$ cat config.mk
export PLATFORM = sky130hd
export DESIGN_NAME = ccd_driver
export DESIGN_NICKNAME = d
export VERILOG_FILES = /design/src/rtl/ccd_driver_pkg.sv /design/src/rtl/ccd_pixel_gen.sv /design/src/rtl/ccd_driver.sv
export SDC_FILE = /design/constraint.sdc
export NUM_CORES = 1
export LEC_CHECK = 0
export CORE_MARGIN = 2
export CORE_UTILIZATION = 45
export DETAILED_ROUTE_END_ITERATION = 8
export SYNTH_ARGS = -nofsm -noshare
export SYNTH_HDL_FRONTEND = slang
export SYNTH_SLANG_ARGS = --single-unit
$ cat constraint.sdc
create_clock -name clk -period 2.8 [get_ports clk]
set_clock_uncertainty 0.05 [all_clocks]
set_input_delay 0.28 -clock clk [delete_from_list [all_inputs] [get_ports clk]]
set_output_delay 0.28 -clock clk [all_outputs]
set_load 0.05 [all_outputs]
$ cat src/rtl/ccd_driver_pkg.sv
// ccd_driver_pkg: shared state type, default timing constants and counter width helpers
package ccd_driver_pkg;
  typedef enum logic [1:0] {ST_LEAD, ST_ROG, ST_TRAIL, ST_READ} state_t;
  localparam int DEF_PIX_DIV   = 20;
  localparam int DEF_NPIX      = 1000;
  localparam int DEF_ROG_LEAD  = 10;
  localparam int DEF_ROG_WIDTH = 100;
  localparam int DEF_ROG_TRAIL = 10;
  localparam int DEF_CDS1_POS  = 2;
  localparam int DEF_CDS2_POS  = 12;
  localparam int DEF_CDS_W     = 3;
  localparam int DEF_PRE  = DEF_ROG_LEAD + DEF_ROG_WIDTH + DEF_ROG_TRAIL;
  localparam int DEF_LINE = DEF_PRE + DEF_NPIX * DEF_PIX_DIV;
  function automatic int cnt_w(input int n);
    return n <= 2 ? 1 : $clog2(n);
  endfunction
  function automatic int max3(input int a, input int b, input int c);
    return a > b ? (a > c ? a : c) : (b > c ? b : c);
  endfunction
endpackage

$ cat src/rtl/ccd_pixel_gen.sv
// ccd_pixel_gen: per-pixel phase counter with SH and CDS strobe decode, active only while enabled
module ccd_pixel_gen
  import ccd_driver_pkg::*;
#(
  parameter int PIX_DIV  = DEF_PIX_DIV,
  parameter int CDS1_POS = DEF_CDS1_POS,
  parameter int CDS2_POS = DEF_CDS2_POS,
  parameter int CDS_W    = DEF_CDS_W
) (
  input  logic clk,
  input  logic rst_n,
  input  logic en,
  output logic sh,
  output logic cds1,
  output logic cds2,
  output logic pix_done
);
  localparam int PW = cnt_w(PIX_DIV + 1);
  logic [PW-1:0] phase;
  always_ff @(posedge clk)
    if (!rst_n || !en) phase <= '0;
    else phase <= pix_done ? '0 : phase + 1'b1;
  always_comb begin
    pix_done = en && phase == PW'(PIX_DIV - 1);
    sh       = phase < PW'(PIX_DIV / 2);
    cds1     = phase >= PW'(CDS1_POS) && phase < PW'(CDS1_POS + CDS_W);
    cds2     = phase >= PW'(CDS2_POS) && phase < PW'(CDS2_POS + CDS_W);
  end
endmodule

$ cat src/rtl/ccd_driver.sv
// ccd_driver: linear CCD line timing (ROG, SH) and CDS sample strobes, all outputs registered
module ccd_driver
  import ccd_driver_pkg::*;
#(
  parameter int PIX_DIV   = DEF_PIX_DIV,
  parameter int NPIX      = DEF_NPIX,
  parameter int ROG_LEAD  = DEF_ROG_LEAD,
  parameter int ROG_WIDTH = DEF_ROG_WIDTH,
  parameter int ROG_TRAIL = DEF_ROG_TRAIL,
  parameter int CDS1_POS  = DEF_CDS1_POS,
  parameter int CDS2_POS  = DEF_CDS2_POS,
  parameter int CDS_W     = DEF_CDS_W
) (
  input  logic clk,
  input  logic rst_n,
  output logic cdsclk1,
  output logic cdsclk2,
  output logic ROG,
  output logic SH
);
  localparam int CW = cnt_w(max3(ROG_LEAD, ROG_WIDTH, ROG_TRAIL));
  localparam int NW = cnt_w(NPIX);
  state_t state;
  logic [CW-1:0] cnt, cnt_last;
  logic [NW-1:0] pix;
  logic px_sh, px_c1, px_c2, pix_done, last_pix;
  always_comb begin
    cnt_last = state == ST_LEAD ? CW'(ROG_LEAD - 1) : state == ST_ROG ? CW'(ROG_WIDTH - 1) : CW'(ROG_TRAIL - 1);
    last_pix = pix == NW'(NPIX - 1);
  end
  ccd_pixel_gen #(
    .PIX_DIV(PIX_DIV), .CDS1_POS(CDS1_POS), .CDS2_POS(CDS2_POS), .CDS_W(CDS_W)
  ) u_pix (
    .clk(clk), .rst_n(rst_n), .en(state == ST_READ),
    .sh(px_sh), .cds1(px_c1), .cds2(px_c2), .pix_done(pix_done)
  );
  // outputs register the decode of the current line position before it advances
  always_ff @(posedge clk)
    if (!rst_n) begin
      state   <= ST_LEAD;
      cnt     <= '0;
      pix     <= '0;
      ROG     <= 1'b1;
      SH      <= 1'b1;
      cdsclk1 <= 1'b0;
      cdsclk2 <= 1'b0;
    end else begin
      ROG     <= state != ST_ROG;
      SH      <= state != ST_READ || px_sh;
      cdsclk1 <= state == ST_READ && px_c1;
      cdsclk2 <= state == ST_READ && px_c2;
      if (state == ST_READ) begin
        if (pix_done) begin
          pix <= last_pix ? '0 : pix + 1'b1;
          if (last_pix) state <= ST_LEAD;
        end
      end else if (cnt == cnt_last) begin
        cnt   <= '0;
        state <= state == ST_LEAD ? ST_ROG : state == ST_ROG ? ST_TRAIL : ST_READ;
      end else cnt <= cnt + 1'b1;
    end
endmodule

==> flow_summary.json <==
{
  "fill_cells": 262,
  "crit_path_max_incr_delay_ns": 0.44,
  "whs_ns": 0.449,
  "timing.critical_path.buf_inv": 1,
  "clockBufferDepth": 2,
  "synth.avg_cell_area_um2": 9.32,
  "slowest_stage": "or3_4",
  "synth_edf_count": 0,
  "gp_congestion": 0.781,
  "crit_fanout": 9,
  "synthArstFlopShare_pct": 0,
  "cts-buffers-inserted": 3,
  "grt_antenna_before_repair": 0,
  "hp-class": "register to register",
  "seq_area_frac_synth_pct": 42.7,
  "drt-vias-per-instance": 5.05,
  "ir_drop_mv": 0.258,
  "worstSetupStartpointType": "register",
  "worst_slew_pin_slew_ns": 0.496,
  "final_nets": 156,
  "routedWlPerCell_um": 11.5,
  "critPathKind": "register to register",
  "max_freq_mhz": 502,
  "synthesis.nets": 150,
  "grt_pass1_vias": 849,
  "drv_slew": 0,
  "dr_wl_met3_um": 30,
  "final_cell_mix": "dfxtp_1 (28), nor2_1 (22), nand2_1 (13), xor2_1 (10), xnor2_1 (8)",
  "wl_met1_um": 1030,
  "via_count": 894,
  "top_layer_used": "met4",
  "yosys.area.top_type": "dfxtp_1",
  "grtUsageTotal_pct": 13.9,
  "cts_max_level": 1,
  "dp_cells": 173,
  "cts_post_setup_buffers_inserted": 0,
  "area_delta_synth_final_pct": 7.62,
  "dr.first_iter.drc_count": 14,
  "cts_resized": 0,
  "ctsRootBufferMaster": "clkbuf_4",
  "synth_top_area_share_pct": 42.7,
  "hold_violations": 0,
  "synthCells": 141,
  "power_w": 0.000623,
  "ys_types": 35,
  "rows": 19,
  "final.setup.tns_ns": 0,
  "p_leak_nw": 0.518,
  "gr-total-overflow": 0,
  "io-pin-count": 6,
  "tritoncts": "done",
  "die_w_um": 58.0,
  "cts.sinks": 28,
  "clock_latency_ns": 0.32,
  "grt_pass1_wl_um": 3600,
  "synthFlopType": "dfxtp_1",
  "cap_violations": 0,
  "initial_core_util_pct": 47.6,
  "first_pass_iters": 3,
  "rsz0062_at_grt": "false",
  "ys_warn_count": 0,
  "syn_area_mm2": 0.00131,
  "drc_errors": 0,
  "fin_crit_ns": 1.99,
  "fp.dieArea_mm2": 0.00337,
  "cp_cell_sequence": "ha_1 > inv_1 > or3_4 > nor3_1 > xnor2_1 > nor2_1",
  "finalSetupViolations": 0,
  "timing.final.crit_share_pct": 71.2,
  "fp.coreArea_mm2": 0.00276,
  "die_h_um": 58.0,
  "endpoint_kind": "register",
  "layout-drive-gt1-share_pct": 6.16,
  "dp_hpwl_um": 1520,
  "grt_start_max_net_pins": 16,
  "detail-route-antenna-nets": 0,
  "clk_pin_slew_ns": 0.15,
  "synthTopCellsByArea": "dfxtp_1 (43%), ha_1 (6.7%), xor2_1 (6.7%)",
  "antennaDiodeCount": 0,
  "port_buffers": 5,
  "final_common_cell": "dfxtp_1",
  "instances_no_fill": 177,
  "drt-total-wl_um": 2040,
  "outcome": "finished, final reports clean",
  "relSlewSlack_pct": 66.9,
  "powerDensity_mw_per_mm2": 441,
  "worst_ep_required_time_ns": 2.98,
  "critPathTopFamily": "simple AND/OR/NAND/NOR gates",
  "crit_arrival_ns": 2.17,
  "synth_seq_cells": 28,
  "met2WireLength_um": 955,
  "cts_hold_buffers": 0
}
[Yosys cell counts (all sizes together) (3+ instances only)]
library cell and count:
mux2i 3, xor2 10, nor3 4, nand2 13, xnor2 8, and2 3, dfxtp 28, inv 7
ha 7, nand3 7, nor2 22, nand4 5
[power breakdown]
group	switching, W	leakage [nW]	internal [W]	total, W
sequential	0.00000555	0.226	0.000402	0.000408
clock	0.000119	0.0210	0.0000796	0.000198
combinational	0.00000947	0.271	0.00000750	0.0000170
[per-layer routing]
layer	up-vias	global-route usage, %
li1	481	-
met1	408	18.2
met2	3	21.9
met3	2	2.01
met4	0	8.31
met5	-	0
[flip-flops by register name (all words and copies together), names as in the netlist]
name	count
cdsclk2	1
cnt	7
SH	1
u_pix.phase	5
cdsclk1	1
pix	10
state	2
ROG	1
[stage by stage]
step / worst slack (ns) / util (%) / area (um2)
after CTS: 0.767 / 51.3 / 1410
final: 0.807 / 51.3 / 1410
after global placement: 0.901 / 50.0 / 1380
after floorplan: 1.05 / - / 1310
after global routing: 0.587 / 51.3 / 1410
after detailed placement: 0.795 / 50.0 / 1380
[layout make-up]
class	instances	area (um2)	area share [%]
timing repair buffer	5	50.0	3.54
tap	31	38.8	2.74
sequential	28	561	39.6
clock buffer	4	36.3	2.57
multi-input combinational	102	702	49.6
inverter	7	26.3	1.86
[final timing paths]
kind	from	cells after the start	end	slack (ns)
worst max-delay path	state[0]	6	pix[9]	0.81
worst min-delay path	state[1]	2	state[1]	0.45
worst max register to register	state[0]	6	pix[9]	0.81
worst min register to register	state[1]	2	state[1]	0.45
[worst register-to-register path, cell delays in order, from the launching register on]
cell,delay (ns)
dfxtp_1,0.42
ha_1,0.39
inv_1,0.18
or3_4,0.44
nor3_1,0.22
xnor2_1,0.15
nor2_1,0.05
[logic make-up (layout without fill, tap and decap cells)]
group | Yosys count | count (layout) | synth area share [%]
DFF | 28 | 28 | 42.7
adders and majority gates | 7 | 7 | 6.67
muxes | 3 | 3 | 2.29
and+or+nand+nor | 65 | 65 | 27.4
AOI/OAI and AO/OA | 9 | 9 | 5.05
buffers and inverters | 11 | 16 | 3.90
xor gates and xnor gates | 18 | 18 | 12.0
Note: power is estimated with default switching activity, not from simulation.
